--- src/rtl/sdmac_reg_initiator_if.sv ---
// sdmac_reg_initiator_if
// Purpose : bundles the command channel, response channel and SDMAC register
//           bus of the register-cycle initiator.
// Signals : cmd_*     command request (valid/ready), byte address, rw, wdata
//           rsp_*     response (valid/ready), read data, timeout error
//           addr, dmac_n, as_n, rw, mid   bus cycle driven to the register file
//           reg_od, reg_dsk_n             read data / termination from it
//           busy      initiator not idle
// Modports: master = initiator side, slave = requester + register file side.
interface sdmac_reg_initiator_if;
  localparam int unsigned ADDR_W = 8;
  localparam int unsigned DATA_W = 32;

  logic              cmd_valid;
  logic              cmd_ready;
  logic [ADDR_W-1:0] cmd_addr;
  logic              cmd_rw;
  logic [DATA_W-1:0] cmd_wdata;

  logic              rsp_valid;
  logic              rsp_ready;
  logic [DATA_W-1:0] rsp_rdata;
  logic              rsp_err;

  logic [ADDR_W-1:0] addr;
  logic              dmac_n;
  logic              as_n;
  logic              rw;
  logic [DATA_W-1:0] mid;
  logic [DATA_W-1:0] reg_od;
  logic              reg_dsk_n;
  logic              busy;

  modport master (
    input  cmd_valid, cmd_addr, cmd_rw, cmd_wdata, rsp_ready, reg_od, reg_dsk_n,
    output cmd_ready, rsp_valid, rsp_rdata, rsp_err,
           addr, dmac_n, as_n, rw, mid, busy
  );

  modport slave (
    output cmd_valid, cmd_addr, cmd_rw, cmd_wdata, rsp_ready, reg_od, reg_dsk_n,
    input  cmd_ready, rsp_valid, rsp_rdata, rsp_err,
           addr, dmac_n, as_n, rw, mid, busy
  );
endinterface

--- src/rtl/sdmac_reg_initiator.sv ---
// sdmac_reg_initiator
// Purpose : runs one CPU-style register cycle (DMAC_, AS_, RW, ADDR, MID) per
//           accepted command against the SDMAC register file, waits for the
//           REG_DSK_ termination and returns read data / status.
// Ports   : i_clk   system clock, rising edge
//           i_rst   asynchronous active-high reset
//           if_bus  sdmac_reg_initiator_if.master (command, response, bus)
// Params  : TIMEOUT_CYCLES  WAIT cycles without termination before abort (2..255)
// Macro   : REGINIT_TIMEOUT_EN  enables the WAIT-state timeout counter and
//           RSP_ERR; when undefined WAIT waits forever and RSP_ERR is 0.
// All outputs are registered; each output register is loaded from the value
// the output must have in the state being entered.
module sdmac_reg_initiator #(
  parameter int unsigned TIMEOUT_CYCLES = 64
) (
  input  logic                  i_clk,
  input  logic                  i_rst,
  sdmac_reg_initiator_if.master if_bus
);

  localparam int unsigned ADDR_W = 8;
  localparam int unsigned DATA_W = 32;

  if (TIMEOUT_CYCLES < 2 || TIMEOUT_CYCLES > 255) begin : g_tmo_range
    $error("TIMEOUT_CYCLES must be in 2..255");
  end

  typedef enum logic [2:0] {
    S_IDLE,
    S_SETUP,
    S_STROBE,
    S_WAIT,
    S_RECOVER,
    S_RESP
  } state_t;

  state_t            r_state,     w_state_nxt;
  logic              r_cmd_ready, w_cmd_ready_nxt;
  logic              r_rsp_valid, w_rsp_valid_nxt;
  logic [DATA_W-1:0] r_rsp_rdata, w_rsp_rdata_nxt;
  logic [ADDR_W-1:0] r_addr,      w_addr_nxt;
  logic              r_dmac_n,    w_dmac_n_nxt;
  logic              r_as_n,      w_as_n_nxt;
  logic              r_rw,        w_rw_nxt;
  logic [DATA_W-1:0] r_mid,       w_mid_nxt;
  logic              r_busy,      w_busy_nxt;
`ifdef REGINIT_TIMEOUT_EN
  localparam logic [7:0] TMO_LAST = 8'(TIMEOUT_CYCLES - 1);
  logic              r_rsp_err,   w_rsp_err_nxt;
  logic [7:0]        r_tmo_cnt,   w_tmo_cnt_nxt;
`endif

  // Next-state and next-output logic
  always_comb begin
    w_state_nxt     = r_state;
    w_rsp_rdata_nxt = r_rsp_rdata;
    w_addr_nxt      = r_addr;
    w_rw_nxt        = r_rw;
    w_mid_nxt       = r_mid;
`ifdef REGINIT_TIMEOUT_EN
    w_rsp_err_nxt   = r_rsp_err;
    w_tmo_cnt_nxt   = r_tmo_cnt;
`endif

    case (r_state)
      S_IDLE: begin
        if (if_bus.cmd_valid) begin
          w_state_nxt = S_SETUP;
          w_addr_nxt  = if_bus.cmd_addr;
          w_rw_nxt    = if_bus.cmd_rw;
          w_mid_nxt   = if_bus.cmd_rw ? '0 : if_bus.cmd_wdata;
        end
      end
      S_SETUP: w_state_nxt = S_STROBE;
      S_STROBE: begin
        w_state_nxt = S_WAIT;
`ifdef REGINIT_TIMEOUT_EN
        w_tmo_cnt_nxt = '0;
`endif
      end
      S_WAIT: begin
        // Termination is checked first so it wins over a same-edge timeout.
        if (!if_bus.reg_dsk_n) begin
          w_state_nxt     = S_RECOVER;
          w_rsp_rdata_nxt = r_rw ? if_bus.reg_od : '0;
`ifdef REGINIT_TIMEOUT_EN
          w_rsp_err_nxt   = 1'b0;
`endif
        end
`ifdef REGINIT_TIMEOUT_EN
        else if (r_tmo_cnt == TMO_LAST) begin
          w_state_nxt     = S_RECOVER;
          w_rsp_rdata_nxt = '1;
          w_rsp_err_nxt   = 1'b1;
        end else begin
          w_tmo_cnt_nxt   = r_tmo_cnt + 8'd1;
        end
`endif
      end
      S_RECOVER: begin
        // Bus lines were held through RECOVER; park them as RESP is entered.
        w_state_nxt = S_RESP;
        w_addr_nxt  = '0;
        w_rw_nxt    = 1'b1;
        w_mid_nxt   = '0;
      end
      S_RESP: begin
        if (if_bus.rsp_ready) w_state_nxt = S_IDLE;
      end
      default: w_state_nxt = S_IDLE;
    endcase

    // Strobes and flags follow the state being entered.
    w_cmd_ready_nxt = (w_state_nxt == S_IDLE);
    w_busy_nxt      = (w_state_nxt != S_IDLE);
    w_dmac_n_nxt    = !(w_state_nxt inside {S_SETUP, S_STROBE, S_WAIT});
    w_as_n_nxt      = !(w_state_nxt inside {S_STROBE, S_WAIT});
    w_rsp_valid_nxt = (w_state_nxt == S_RESP);
  end

  // State and output registers
  always_ff @(posedge i_clk or posedge i_rst) begin
    if (i_rst) begin
      r_state     <= S_IDLE;
      r_cmd_ready <= 1'b1;
      r_rsp_valid <= 1'b0;
      r_rsp_rdata <= '0;
      r_addr      <= '0;
      r_dmac_n    <= 1'b1;
      r_as_n      <= 1'b1;
      r_rw        <= 1'b1;
      r_mid       <= '0;
      r_busy      <= 1'b0;
`ifdef REGINIT_TIMEOUT_EN
      r_rsp_err   <= 1'b0;
      r_tmo_cnt   <= '0;
`endif
    end else begin
      r_state     <= w_state_nxt;
      r_cmd_ready <= w_cmd_ready_nxt;
      r_rsp_valid <= w_rsp_valid_nxt;
      r_rsp_rdata <= w_rsp_rdata_nxt;
      r_addr      <= w_addr_nxt;
      r_dmac_n    <= w_dmac_n_nxt;
      r_as_n      <= w_as_n_nxt;
      r_rw        <= w_rw_nxt;
      r_mid       <= w_mid_nxt;
      r_busy      <= w_busy_nxt;
`ifdef REGINIT_TIMEOUT_EN
      r_rsp_err   <= w_rsp_err_nxt;
      r_tmo_cnt   <= w_tmo_cnt_nxt;
`endif
    end
  end

  assign if_bus.cmd_ready = r_cmd_ready;
  assign if_bus.rsp_valid = r_rsp_valid;
  assign if_bus.rsp_rdata = r_rsp_rdata;
  assign if_bus.addr      = r_addr;
  assign if_bus.dmac_n    = r_dmac_n;
  assign if_bus.as_n      = r_as_n;
  assign if_bus.rw        = r_rw;
  assign if_bus.mid       = r_mid;
  assign if_bus.busy      = r_busy;
`ifdef REGINIT_TIMEOUT_EN
  assign if_bus.rsp_err   = r_rsp_err;
`else
  assign if_bus.rsp_err   = 1'b0;
`endif

endmodule

--- src/flat_wrapper.sv ---
// flat-port wrapper written by rule: the top's interface ports become plain ports
module sdmac_reg_initiator_flat 
#(
  parameter int unsigned TIMEOUT_CYCLES = 64
)
  (i_clk, i_rst, if_bus_cmd_valid, if_bus_cmd_addr, if_bus_cmd_rw, if_bus_cmd_wdata, if_bus_rsp_ready, if_bus_reg_od, if_bus_reg_dsk_n, if_bus_cmd_ready, if_bus_rsp_valid, if_bus_rsp_rdata, if_bus_rsp_err, if_bus_addr, if_bus_dmac_n, if_bus_as_n, if_bus_rw, if_bus_mid, if_bus_busy);
  sdmac_reg_initiator_if if_bus_i ();
  input  logic i_clk;
  input  logic i_rst;
  input wire logic [$bits(if_bus_i.cmd_valid)-1:0] if_bus_cmd_valid;
  input wire logic [$bits(if_bus_i.cmd_addr)-1:0] if_bus_cmd_addr;
  input wire logic [$bits(if_bus_i.cmd_rw)-1:0] if_bus_cmd_rw;
  input wire logic [$bits(if_bus_i.cmd_wdata)-1:0] if_bus_cmd_wdata;
  input wire logic [$bits(if_bus_i.rsp_ready)-1:0] if_bus_rsp_ready;
  input wire logic [$bits(if_bus_i.reg_od)-1:0] if_bus_reg_od;
  input wire logic [$bits(if_bus_i.reg_dsk_n)-1:0] if_bus_reg_dsk_n;
  output wire logic [$bits(if_bus_i.cmd_ready)-1:0] if_bus_cmd_ready;
  output wire logic [$bits(if_bus_i.rsp_valid)-1:0] if_bus_rsp_valid;
  output wire logic [$bits(if_bus_i.rsp_rdata)-1:0] if_bus_rsp_rdata;
  output wire logic [$bits(if_bus_i.rsp_err)-1:0] if_bus_rsp_err;
  output wire logic [$bits(if_bus_i.addr)-1:0] if_bus_addr;
  output wire logic [$bits(if_bus_i.dmac_n)-1:0] if_bus_dmac_n;
  output wire logic [$bits(if_bus_i.as_n)-1:0] if_bus_as_n;
  output wire logic [$bits(if_bus_i.rw)-1:0] if_bus_rw;
  output wire logic [$bits(if_bus_i.mid)-1:0] if_bus_mid;
  output wire logic [$bits(if_bus_i.busy)-1:0] if_bus_busy;
  assign if_bus_i.cmd_valid = if_bus_cmd_valid;
  assign if_bus_i.cmd_addr = if_bus_cmd_addr;
  assign if_bus_i.cmd_rw = if_bus_cmd_rw;
  assign if_bus_i.cmd_wdata = if_bus_cmd_wdata;
  assign if_bus_i.rsp_ready = if_bus_rsp_ready;
  assign if_bus_i.reg_od = if_bus_reg_od;
  assign if_bus_i.reg_dsk_n = if_bus_reg_dsk_n;
  assign if_bus_cmd_ready = if_bus_i.cmd_ready;
  assign if_bus_rsp_valid = if_bus_i.rsp_valid;
  assign if_bus_rsp_rdata = if_bus_i.rsp_rdata;
  assign if_bus_rsp_err = if_bus_i.rsp_err;
  assign if_bus_addr = if_bus_i.addr;
  assign if_bus_dmac_n = if_bus_i.dmac_n;
  assign if_bus_as_n = if_bus_i.as_n;
  assign if_bus_rw = if_bus_i.rw;
  assign if_bus_mid = if_bus_i.mid;
  assign if_bus_busy = if_bus_i.busy;
  sdmac_reg_initiator #(.TIMEOUT_CYCLES(TIMEOUT_CYCLES)) u_core (.i_clk(i_clk), .i_rst(i_rst), .if_bus(if_bus_i));
endmodule
--- config.mk ---
export PLATFORM = sky130hd
export DESIGN_NAME = sdmac_reg_initiator_flat
export DESIGN_NICKNAME = d
export VERILOG_FILES = /design/src/rtl/sdmac_reg_initiator_if.sv /design/src/rtl/sdmac_reg_initiator.sv /design/src/flat_wrapper.sv
export SDC_FILE = /design/constraint.sdc
export NUM_CORES = 1
export LEC_CHECK = 0
export CORE_MARGIN = 1
export CORE_UTILIZATION = 43
export DETAILED_ROUTE_END_ITERATION = 6
export PLACE_DENSITY_LB_ADDON = 0.08
export SYNTH_ARGS = -nofsm -noshare
export SYNTH_HDL_FRONTEND = slang
export SYNTH_SLANG_ARGS = --single-unit
--- constraint.sdc ---
create_clock -name i_clk -period 4.7 [get_ports i_clk]
set_clock_uncertainty 0.2 [all_clocks]
set_input_delay 1.175 -clock i_clk [delete_from_list [all_inputs] [get_ports i_clk]]
set_output_delay 1.175 -clock i_clk [all_outputs]
set_load 0.005 [all_outputs]
==> metrics.md <==
| Metric | Value |
|---|---|
| Cell Pwr Density | 562 mW/mm^2 |
| Root Driver | clkbuf_8 |
| Register area share after synthesis | 0.661 |
| I/O Buffers | 155 |
| Sum of net half-perimeters after detailed placement | 5210 um |
| Worst hold path startpoint | u_core.if_bus.rsp_rdata[13] |
| Leakage power of the design | 0.00217 uW |
| Overall power after layout | 2730 uW |
| Crit path max-delay cell type | dfstp_2 |
| Global-route wire length before repair | 11600 um |
| Routed WL per cell | 14.5 um |
| Element type at the critical path end | output port |
| Vert. Die Dim | 86.6 um |
| Total Die Area | 0.00749 mm^2 |
| End point of the worst hold path | u_core.if_bus.rsp_rdata[13] |
| Avg Inst Size Synth | 11.6 um^2 |
| Seq cells post-synth | 81 |
| Netlist area before placement | 0.00308 mm^2 |
| Result of the run | finished, final reports clean |
| Proportion of register bits with asynchronous set or reset after synthesis | 1.00 |
| Largest driver fanout on the critical path | 34 |
| Number of nets produced by synthesis | 343 |
| Vias per cell | 4.85 |
| DRC violations left | 0 |
| Required @ worst endpoint | 3320 ps |
| Starting DRT DRC Count | 114 |
| Hold buffer count at cts | 0 |
| Max_slew headroom | 0.289 |
| Global-route congestion overflow total | 0 |
| Cell count of the worst hold path | 2 |
| Layout overhead on the synthesized area | 57.9% |
| Post-cts repair resize count | 0 |
| Via count of the first global-routing pass | 2351 |
| Cells on worst reg2reg path | 4 |
| Instance count of the mapped netlist | 265 |
| Tightest Hold Check Type | flop to flop |
| Number of different library cells in the post-synthesis netlist | 25 |
| Number of hold-slack violations in the final timing report | 0 |
| Capture instance of the worst register-to-register path | u_core.if_bus.rsp_rdata[26] |
| Final wirelength | 7440 um |
| Number of CTS-inserted buffers | 9 |
| Number of H-tree levels | 3 |
| Arrival time reported for the critical path endpoint | 1860 ps |
| Via Count | 2487 |
| Worst Path Class, Setup | flop to output port |
| Number of setup violations in the final report | 0 |
| Number of antenna-violating nets in the routed design | 0 |
| Delay of the slowest cell on the worst path | 910 ps |
| Prevailing post-synth register cell | dfrtp_1 |
| CTS sink cnt | 81 |
| Sum Neg Setup Slack | 0 ps |
| Minimum clock period | 3240 ps |
| Row count | 30 |
| Core Box Area | 0.00687 mm^2 |
| Timing-limited maximum frequency | 309 MHz |
| Share of the clock period used by the worst path | 0.689 |
| Slew Viols, Final | 0 |
| Transition time at the pin with the least slew margin | 1060 ps |
| Gp weighted congestion | 0.750 |
| Maximum number of pins on one net before global-route repair | 48 |
| Final nets | 490 |
| N_diodes | 0 |
| Die boundary width | 86.6 um |
| CP Cell Sequence | clkdlybuf4s50_1 |
| CTS tree | yes |
| Buf+Inv Stages, Crit Path | 1 |
| R2r setup slk | 2230 ps |
| # Max-Cap Violations | 0 |
| Clock transition at the registers of the reported paths | 80 ps |
| Top-Level Pins | 157 |
| Cell accounting for the most synthesized area | dfrtp_1 |
| Initial antenna violation count | 0 |
| Clock latency reported for the late side of the worst-skew pair | 340 ps |
| Post-CTS Setup Repair Bufs | 0 |
| Global routing usage summed across all routing layers | 0.205 |
| Layout cell share with drive strength beyond 1 | 0.0624 |
| Dominant cells by area after synthesis | dfrtp_1, a22o_1, nand2_1 |
| Portion of synthesized cell area occupied by the leading cell type | 0.627 |
| Startpoint types | flop |
| Most used cells in the layout excluding fill and tap cells | clkdlybuf4s50_1, dfrtp_1, nand2_1, a22o_1, o21ai_0 |
| Fill cells | 510 |
| Starting density of the core | 0.448 |
| Most common cell after layout, fill and taps aside | clkdlybuf4s50_1 |
| Yosys synthesis warning count | 0 |
| Startpoint of the worst-slack reg-to-reg timing path | u_core.r_state[2] |
| RSZ-0062 raised after global routing | no |
| First-pass iteration count of the detailed router | 4 |
| Kind of cell adding the most delay to the critical path | flip-flops |
| Max IR drop VDD | 0.280 mV |
| Clock Tree Buf Depth | 2 |
| Number of enable-type register cells in the synthesized netlist | 0 |
[Yosys cell counts, types with 2 or more instances]
master,count
clkbuf_1,15
buf_2,2
dfrtp_1,77
o21ai_0,32
buf_4,2
dfstp_2,4
a21oi_1,2
buf_6,4
nand2_1,66
a22o_1,40
or3_1,2
nand2b_1,3
nor3_1,2
inv_1,3
[flip-flops by register name (all words and copies together), names as in the netlist]
name / count
u_core.if_bus.busy: 1
u_core.if_bus.rsp_rdata: 32
u_core.if_bus.rw: 1
u_core.if_bus.dmac_n: 1
u_core.if_bus.mid: 32
u_core.if_bus.rsp_valid: 1
u_core.r_state: 3
u_core.if_bus.addr: 8
u_core.if_bus.as_n: 1
u_core.if_bus.cmd_ready: 1
[logic make-up (layout without fill, tap and decap cells)]
family	Yosys count	count (layout)	share of synthesized area
AO/OA/AOI/OAI	78	78	0.180
buffers and inverters	26	178	0.0447
flip-flops	81	81	0.661
other	1	1	0.00122
AND/OR/NAND/NOR	79	79	0.113
[power by group]
group          leakage [uW]  internal (uW)  switching (uW)
sequential          0.00104            978             202
combinational       0.00104            681             383
clock             0.0000933            245             242
total               0.00217           1900             827
[through the flow]
| step | util | area, um^2 | setup WS (ps) | hold WS, ps | instances |
|---|---|---|---|---|---|
| finish | 0.707 | 4860 | 1460 | 286 | 513 |
| global route | 0.707 | 4860 | 1350 | 312 | 513 |
| CTS | 0.707 | 4860 | 1430 | 287 | 513 |
| detailed placement | 0.680 | 4670 | 1160 | 271 | 497 |
| global placement | 0.680 | 4670 | 1230 | 261 | 497 |
| floorplan | - | 3080 | 1250 | 273 | 265 |
[per-layer routing]
| metal | wire, um | up-vias | GRT usage |
|---|---|---|---|
| met2 | 3480 | 101 | 0.309 |
| met5 | 0 | - | 0 |
| met1 | 3190 | 1165 | 0.270 |
| met4 | 155 | 0 | 0.103 |
| li1 | - | 1207 | - |
| met3 | 614 | 14 | 0.0629 |
[area by class of cell]
type | count | area, um^2 | share of cell area
Timing Repair Buffer | 159 | 1580 | 0.326
Inverter | 3 | 12.5 | 0.00258
Multi-Input combinational cell | 158 | 922 | 0.190
Clock buffer | 11 | 131 | 0.0271
Sequential cell | 81 | 2030 | 0.418
Clock inverter | 5 | 56.3 | 0.0116
Tap cell | 96 | 120 | 0.0247
[worst max path at each step]
stage,start,endpoint,slack (ps),cells past startpoint
after floorplan,i_rst,u_core.if_bus.addr[0],1250,1
after global placement,if_bus_reg_dsk_n,u_core.if_bus.rsp_rdata[20],1230,5
after detailed placement,if_bus_reg_dsk_n,u_core.if_bus.rsp_rdata[25],1160,4
after CTS,u_core.if_bus.rw,if_bus_rw,1430,1
after global routing,if_bus_reg_dsk_n,u_core.if_bus.rsp_rdata[26],1350,5
final,u_core.if_bus.rw,if_bus_rw,1460,1
No activity file was read; power rests on OpenSTA's default activity.
